==> config.mk <==
export PLATFORM = sky130hd
export DESIGN_NAME = l2_scrub_ctrl
export DESIGN_NICKNAME = d
export VERILOG_FILES = /design/src/rtl/l2_scrub_pkg.sv /design/src/rtl/l2_scrub_ctrl.sv
export SDC_FILE = /design/constraint.sdc
export NUM_CORES = 1
export LEC_CHECK = 0
export BUFFER_PORTS_ARGS = -buffer_cell sky130_fd_sc_hd__buf_4
export CORE_MARGIN = 2
export CORE_UTILIZATION = 25
export CTS_CLUSTER_SIZE = 24
export DETAILED_ROUTE_END_ITERATION = 10
export SETUP_SLACK_MARGIN = 0.5
export SYNTH_ARGS = -nofsm -noshare
export SYNTH_HDL_FRONTEND = slang
export SYNTH_SLANG_ARGS = --single-unit
==> constraint.sdc <==
create_clock -name clk_i -period 3.5 [get_ports clk_i]
set_input_delay 0.35 -clock clk_i [delete_from_list [all_inputs] [get_ports clk_i]]
set_output_delay 0.35 -clock clk_i [all_outputs]
set_load 0.005 [all_outputs]
==> src/rtl/l2_scrub_pkg.sv <==
// rtl/l2_scrub_pkg.sv - shared types and defaults for the L2 ECC scrubber
package l2_scrub_pkg;

  typedef enum logic [2:0] {
    ST_IDLE,
    ST_WAIT,
    ST_READ,
    ST_RESP,
    ST_WB
  } scrub_state_e;

  localparam int unsigned DefCntWidth = 16;

endpackage

==> src/rtl/l2_scrub_ctrl.sv <==
// rtl/l2_scrub_ctrl.sv - background L2 scrubber: paced reads, ECC write-back, error counters
module l2_scrub_ctrl
  import l2_scrub_pkg::*;
#(
  parameter longint unsigned BaseAddr  = 64'h78000000,
  parameter int unsigned     NumWords  = 16384,
  parameter int unsigned     AddrWidth = 48,
  parameter int unsigned     DataWidth = 64,
  parameter int unsigned     CntWidth  = DefCntWidth
) (
  input  logic                 clk_i,
  input  logic                 rst_ni,
  input  logic                 enable_i,
  input  logic [31:0]          interval_i,
  input  logic                 busy_i,
  output logic                 req_o,
  output logic                 we_o,
  output logic [AddrWidth-1:0] addr_o,
  output logic [DataWidth-1:0] wdata_o,
  input  logic                 gnt_i,
  input  logic                 rvalid_i,
  input  logic [DataWidth-1:0] rdata_i,
  input  logic                 ecc_corr_i,
  input  logic                 ecc_uncorr_i,
  output logic [CntWidth-1:0]  corr_cnt_o,
  output logic [CntWidth-1:0]  uncorr_cnt_o,
  output logic [AddrWidth-1:0] err_addr_o,
  output logic                 irq_o,
  output logic                 sweep_done_o,
  input  logic                 clr_i
);

  localparam int unsigned           IdxWidth = (NumWords > 1) ? $clog2(NumWords) : 1;
  localparam logic [AddrWidth-1:0]  Base     = AddrWidth'(BaseAddr);
  localparam logic [IdxWidth-1:0]   LastIdx  = IdxWidth'(NumWords - 1);

  scrub_state_e         state;
  logic [IdxWidth-1:0]  idx;
  logic [31:0]          timer;
  logic [AddrWidth-1:0] cur_addr;
  logic                 corr_inc;
  logic                 uncorr_inc;
  logic                 advance;

  assign cur_addr = Base + (AddrWidth'(idx) << 3);
  // The bus sees the base address whenever no request is outstanding.
  assign addr_o   = req_o ? cur_addr : Base;

  // An uncorrectable flag always wins, so a double-flagged word is never written back.
  assign corr_inc   = (state == ST_RESP) && rvalid_i && ecc_corr_i && !ecc_uncorr_i;
  assign uncorr_inc = (state == ST_RESP) && rvalid_i && ecc_uncorr_i;
  assign advance    = ((state == ST_RESP) && rvalid_i && !corr_inc) ||
                      ((state == ST_WB) && gnt_i);

  always_ff @(posedge clk_i or negedge rst_ni) begin
    if (!rst_ni) begin
      state        <= ST_IDLE;
      idx          <= '0;
      timer        <= '0;
      req_o        <= 1'b0;
      we_o         <= 1'b0;
      wdata_o      <= '0;
      irq_o        <= 1'b0;
      sweep_done_o <= 1'b0;
    end else begin
      irq_o        <= 1'b0;
      sweep_done_o <= 1'b0;
      if (advance) begin
        idx          <= (idx == LastIdx) ? '0 : idx + IdxWidth'(1);
        sweep_done_o <= (idx == LastIdx);
        irq_o        <= uncorr_inc;
        req_o        <= 1'b0;
        we_o         <= 1'b0;
        if (enable_i) begin
          state <= ST_WAIT;
          timer <= interval_i;
        end else begin
          state <= ST_IDLE;
        end
      end else begin
        case (state)
          ST_IDLE: begin
            if (enable_i) begin
              state <= ST_WAIT;
              timer <= interval_i;
            end
          end
          ST_WAIT: begin
            if (!enable_i) begin
              state <= ST_IDLE;
            end else if (timer != '0) begin
              timer <= timer - 32'd1;
            end else if (!busy_i) begin
              state <= ST_READ;
              req_o <= 1'b1;
              we_o  <= 1'b0;
            end
          end
          ST_READ: begin
            // A grant in the same cycle as disable still completes the read.
            if (gnt_i) begin
              state <= ST_RESP;
              req_o <= 1'b0;
            end else if (!enable_i) begin
              state <= ST_IDLE;
              req_o <= 1'b0;
            end
          end
          ST_RESP: begin
            if (corr_inc) begin
              state   <= ST_WB;
              req_o   <= 1'b1;
              we_o    <= 1'b1;
              wdata_o <= rdata_i;
            end
          end
          ST_WB: begin
          end
          default: begin
            state <= ST_IDLE;
            req_o <= 1'b0;
            we_o  <= 1'b0;
          end
        endcase
      end
    end
  end

  always_ff @(posedge clk_i or negedge rst_ni) begin
    if (!rst_ni) begin
      corr_cnt_o   <= '0;
      uncorr_cnt_o <= '0;
      err_addr_o   <= '0;
    end else if (clr_i) begin
      corr_cnt_o   <= CntWidth'(corr_inc);
      uncorr_cnt_o <= CntWidth'(uncorr_inc);
      err_addr_o   <= '0;
    end else begin
      if (corr_inc && (corr_cnt_o != '1)) begin
        corr_cnt_o <= corr_cnt_o + CntWidth'(1);
      end
      if (uncorr_inc && (uncorr_cnt_o != '1)) begin
        uncorr_cnt_o <= uncorr_cnt_o + CntWidth'(1);
      end
      if (uncorr_inc) begin
        err_addr_o <= cur_addr;
      end
    end
  end

endmodule

# [Word level (Yosys, flattened, before mapping)]
# Cells that the tools add are included.
[word_totals] word_cells=98 reg_bits=197 inputBits=105 output_inout_bits=196
[classes] eq_ne=19 add_sub_neg=5 n_reduce_logical=24 n_bitwise=1 muxes=38
[op_table] op="$mux W32" n=5
[op_table] op="$mux W48" n=2
[op_table] op="$mux W16" n=4
[op_table] op="$pmux W32 S2" n=1
[op_table] op="$add A16 B1 Y16 const B" n=2
[op_table] op="$add A31 B17 Y32 const A" n=1
[op_table] op="$ne A16 B16 Y1 const B" n=2
[op_table] op="$reduce_bool A32 Y1" n=1
[op_table] op="$sub A32 B1 Y32 const B" n=1
[op_table] op="$mux W3" n=8
[op_table] op="$ne A3 B3 Y1 const B" n=6
[op_table] op="$pmux W3 S5" n=1
[op_table] op="$add A14 B1 Y14 const B" n=1
[op_table] op="$eq A14 B14 Y1 const B" n=1
[op_table] op="$mux W1" n=14
[op_table] op="$mux W14" n=1
[op_table] op="$ne A4 B4 Y1 const B" n=3
[op_table] op="$reduce_and A6 Y1" n=2
[op_table] op="$logic_and A1 B1 Y1" n=8
[op_table] op="$eq A3 B2 Y1 const B" n=2
[op_table] op="$reduce_and A3 Y1" n=2
[op_table] op="$reduce_bool A2 Y1" n=3
[op_table] op="$reduce_and A5 Y1" n=1
[op_table] op="$ne A2 B1 Y1 const B" n=2
[op_table] op="12 further kinds" n=13

# [Logic depth before layout (Yosys ltp)]
[depth] depth_word=9 mapped_depth=8 ltp_nobuf=7

# [Least setup slack after synthesis]
# OpenSTA, ideal clock, no wires.
[synth_path] path_kind="register to register" startpoint="reg timer[0]" endpoint="reg timer[9]" path_buffers=0 setup_slack_ns=1.343 arrival_ns=2.037 setup_ns=0.120 period_less_slack_ns=2.157 t_required_ns=3.380 path_stages_with_launch=8 path_cell_list="dfrtp_1 inv_1 ha_1 nor3b_1 nand4_1 nor4_4 nor2_1 o211a_1"
[synth_between] elab_chain_cells=5 elab_cells_between_ends=8 cone_classes="add/sub: 1; eq/ne: 1; mux: 4; reduce/logical: 2"
[synth_lines] item="start, declared" line="l2_scrub_ctrl.sv:39" source="logic [31:0] timer;"
[synth_lines] item="start signal, assigned" line="l2_scrub_ctrl.sv:76" source="timer <= interval_i;"
[synth_lines] item="start signal, assigned" line="l2_scrub_ctrl.sv:85" source="timer <= interval_i;"
[synth_lines] item="start signal, assigned" line="l2_scrub_ctrl.sv:92" source="timer <= timer - 32'd1;"
[synth_lines] item="$sub A32 B1 Y32" line="l2_scrub_ctrl.sv:92"
[synth_lines] item="$mux W32" line="l2_scrub_ctrl.sv:91" source="end else if (timer != '0) begin"
[synth_lines] item="$mux W32" line="l2_scrub_ctrl.sv:89" source="if (!enable_i) begin"
[synth_lines] item="$pmux W32 S2" line="l2_scrub_ctrl.sv:81" source="case (state)"
[synth_lines] item="$mux W32" line="l2_scrub_ctrl.sv:68" source="if (advance) begin"
# Several ways; a longest one is shown, not always the timed one. The select of a mux whose other input is x is not followed.
# A chain may end at the register's enable or synchronous reset.

# [Worst setup path in the final report]
[layout_path] startpoint="reg state[1]" endpoint="reg timer[5]"
[layout_between] elab_chain_cells=9 elab_cells_between_ends=17 cone_classes="eq/ne: 5; mux: 2; reduce/logical: 10"
[layout_lines] item="start, declared" line="l2_scrub_ctrl.sv:37" source="scrub_state_e state;"
[layout_lines] item="start signal, assigned" line="l2_scrub_ctrl.sv:57" source="state <= ST_IDLE;"
[layout_lines] item="start signal, assigned" line="l2_scrub_ctrl.sv:75" source="state <= ST_WAIT;"
[layout_lines] item="start signal, assigned" line="l2_scrub_ctrl.sv:78" source="state <= ST_IDLE;"
[layout_lines] item="$eq A3 B2 Y1" line="l2_scrub_ctrl.sv:50, l2_scrub_ctrl.sv:52"
[layout_lines] item="$logic_and A1 B1 Y1" line="l2_scrub_ctrl.sv:50, l2_scrub_ctrl.sv:52"
[layout_lines] item="$logic_and A1 B1 Y1 (2 in series)" line="l2_scrub_ctrl.sv:50" source="assign corr_inc = (state == ST_RESP) && rvalid_i && ecc_corr_i && !ecc_uncorr_i;"
[layout_lines] item="$logic_not A1 Y1" line="l2_scrub_ctrl.sv:52" source="assign advance = ((state == ST_RESP) && rvalid_i && !corr_inc) ||"
[layout_lines] item="$logic_and A1 B1 Y1" line="l2_scrub_ctrl.sv:52"
[layout_lines] item="$logic_or A1 B1 Y1" line="l2_scrub_ctrl.sv:52"
[layout_lines] item="$ne A3 B3 Y1 (no source line) or $reduce_bool A3 Y1 (tied branches)"
[layout_lines] item="$reduce_and A3 Y1 (no source line)"
# Several ways; a longest one is shown, not always the timed one.

==> reports/qor.csv <==
stage,metric,value,unit
run_status,status,finished clean,
clock_tree,CTS Root Cell,clkbuf_16,
pwr,Pwr Density,636.4,mW/mm²
die,Die W,190.3,µm
grt,gr ovfl total,0,
detailed_routing,ANT nets after route,0,
clock_tree,Num Clock Sinks,164,
logic_synthesis,synth unique cells,77,
grt,GRT Total Usage,14.51,%
clock_tree,CTS tree,built,
detailed_routing,WL per Instance,15.61,µm
sta,final hold viol count,0,
pwr,sw frac,35.38,%
clock_tree,Clock Latency Late Sink,0.44,ns
setup_path,CP endpoint kind,register,
logic_synthesis,sequential area share after synthesis,47.29,%
layout,n_diodes,0,
clock_tree,total CTS buffers,17,
sta,crit path time final,2.662,ns
pwr,Tot Pwr,7.176,mW
sta,Worst Skew,0.007565,ns
setup_path,Startpoint Class,register,
setup_path,Required @ worst endpoint,3.84,ns
setup_path,Worst EP arrival,3.00,ns
sta,Slew Limit Headroom,41.28,%
detailed_routing,via/cell ratio,4.662,
logic_synthesis,Post-synth ARST share,100.0,%
sta,unrepaired setup endpoints after global routing,false,
setup_path,CP max stage cell,dfrtp_1,
hold_path,Hold/Removal Path Class,in -> reg,
die,core box area,0.03437,mm²
pwr,Leak,5.400,nW
die,Initial Util,25.25,%
logic_synthesis,Synth Instances,985,
layout,Final Instance Area,0.01128,mm²
pwr,Comb pwr share,31.6,%
layout,FF/Latch Area,0.004104,mm²
clock_tree,buffer depth of the longest clock path,2,
grt,first-pass GRT wire length,41630,µm
sta,FMAX,375.6,MHz
sta,Setup TNS,0,ns
die,die area,0.03622,mm²
clock_tree,"Reg clk slew, reported paths",0.07,ns
detailed_routing,DRC,0,
detailed_routing,DRT iter0 DRCs,434,
pwr,peak supply drop,387.4,µV
sta,final setup fails,0,
placed_design,Placed Instance Area,0.01069,mm²
logic_synthesis,Post-Syn Area,0.008678,mm²
sta,worst-margin pin slew,0.8740,ns
layout,share of layout cells above drive strength 1,24.30,%
setup_path,WS Path Type,reg -> reg,
layout,"most common cell after layout, fill and taps aside",nand2_1,
setup_path,max incr delay on CP,0.64,ns
setup_path,CP Cell Sequence,nand4b_1 -> nor2_1 -> o21a_1 -> a311oi_1 -> a311oi_1,
logic_synthesis,synth warn,0,
layout,fin nets,1314,
logic_synthesis,"flops & latches, synth",164,
sta,final worst-path cycle share,76.07,%
setup_path,CP most frequent cell,a311oi_1,
placed_design,Post-DP HPWL,18640,µm
logic_synthesis,syn avg cell area,8.810,µm²
logic_synthesis,Main synth FF type,dfrtp_1,
flow_run,Max Cap Viol,0,
placed_design,Place WS,0.8603,ns
sta,Max Slew Vio Count,0,
grt,largest net degree at the start of global routing,68,
detailed_routing,vias,7799,
setup_path,CP max FO,16,
die,Die Ht,190.3,µm
layout,Multi-input gate area,0.004076,mm²
pwr,sequential share of power,42.1,%
pwr,Sw Pwr,2.539,mW
clock_tree,H-tree depth,4,
grt,number of global-route vias before repair,7704,
die,Site Rows,68,
layout,fillcell total,3650,
logic_synthesis,Post-synth EDFFs,0,
sta,Hold Slack,0.09264,ns
pwr,design internal power,4.637,mW
placed_design,IO Port Bufs,236,
placed_design,GP Congestion,0.8310,
layout,"commonest non-fill, non-tap cells in the layout","nand2_1, buf_4, dfrtp_1, nor2_1, conb_1",
die,io pins,301,
layout,P&R area growth vs syn,29.95,%
detailed_routing,Routed WL,26110,µm
pwr,clock power share,26.3,%
grt,initial antenna violation count,0,
detailed_routing,1st-pass router iterations,5,
sta,worst setup margin,0.8376,ns
==> layer usage <==
layer | vias to the layer above | global-route usage (%) | share of wire [%]
li1 | 3730 | - | -
met1 | 3707 | 18.09 | 43
met2 | 321 | 22.73 | 46
met3 | 41 | 5.006 | 8.9
met4 | 0 | 6.321 | 2.8
met5 | - | 0 | 0
==> worst max-delay path, delay by kind of cell, from the launching register on <==
| kind | cells | cell delay [ns] |
|---|---|---|
| flops | 1 | 0.64 |
| compound gates | 3 | 1.09 |
| simple gates | 2 | 0.83 |
==> repair_timing <==
item,4_1_cts,5_1_grt
hold endpoints to repair,61,0
hold buffers,1,0
resized for setup,0,0
buffers inserted,0,0
==> cell usage after synthesis (6+ instances only) <==
| master | count | share of area, % |
|---|---|---|
| and2_1 | 16 | 1.2 |
| nor4_1 | 16 | 1.2 |
| a21oi_1 | 31 | 1.8 |
| a311oi_1 | 8 | 0.81 |
| o211ai_1 | 9 | 0.78 |
| and4_1 | 7 | 0.71 |
| nor3_1 | 23 | 1.3 |
| nor2_1 | 72 | 3.1 |
| dfrtp_1 | 164 | 47 |
| nand2_1 | 268 | 12 |
| o22ai_1 | 6 | 0.43 |
| xnor2_1 | 16 | 1.6 |
| and3_1 | 15 | 1.1 |
| o31ai_1 | 6 | 0.52 |
| a31oi_1 | 12 | 0.87 |
| inv_1 | 10 | 0.43 |
| buf_4 | 68 | 5.9 |
| nand4_1 | 18 | 1.3 |
| a22oi_1 | 6 | 0.52 |
| nand2b_1 | 12 | 0.87 |
| nand3_1 | 29 | 1.7 |
| clkbuf_1 | 32 | 1.4 |
| o21ai_0 | 15 | 0.87 |
| xor2_1 | 16 | 1.6 |
==> worst paths after layout <==
path                             startpoint           to  slack (ns)  depth (start not counted)
worst max-delay path               state[1]     timer[5]        0.84                          5
worst min-delay path            rdata_i[39]  wdata_o[39]        0.09                          3
worst max register to register     state[1]     timer[5]        0.84                          5
worst min register to register  wdata_o[37]  wdata_o[37]        0.47                          2
max in group asynchronous            rst_ni     timer[8]        2.06                          3
min in group asynchronous            rst_ni  wdata_o[35]        0.44                          2
==> power groups by stage <==
stage	clock network (mW)	registers, mW	logic (mW)
detailed placement	0	3.03	2.29
global placement	0	3.02	2.26
CTS	1.95	3.02	2.29
finish	1.89	3.02	2.27
global route	2.02	3.12	2.55
floorplan	0	2.91	1.28
==> state kept, by name (all words and copies together) (netlist names) <==
signal	count
wdata_o	64
timer	32
corr_cnt_o	16
uncorr_cnt_o	16
err_addr_o	15
idx	14
state	3
irq_o	1
req_o	1
sweep_done_o	1
we_o	1
==> metrics by stage <==
stage,util [%],std cells
2_1_floorplan,-,1047
3_3_place_gp,31.10,1640
3_5_place_dp,31.10,1640
4_1_cts,32.81,1673
5_1_grt,32.81,1673
6_report,32.81,1673
==> cell type report <==
type | instances | area share [%]
Clock buffer | 20 | 3.961
Inverter | 11 | 0.3661
Clock inverter | 12 | 1.165
Sequential cell | 164 | 36.39
Multi-Input combinational cell | 761 | 36.15
Tap cell | 455 | 5.048
Timing Repair Buffer | 250 | 16.92
==> kinds of logic after synthesis <==
kind of cell | Yosys count | share of synthesized area (%)
AOI/OAI and AO/OA | 141 | 11.62
xor gates and xnor gates | 32 | 3.229
adders and majority gates | 4 | 0.5767
buffers and inverters | 122 | 8.593
DFF | 164 | 47.29
muxes | 4 | 0.4614
other | 2 | 0.08654
and+or+nand+nor | 516 | 28.14
Note: power is estimated with default switching activity, not from simulation.
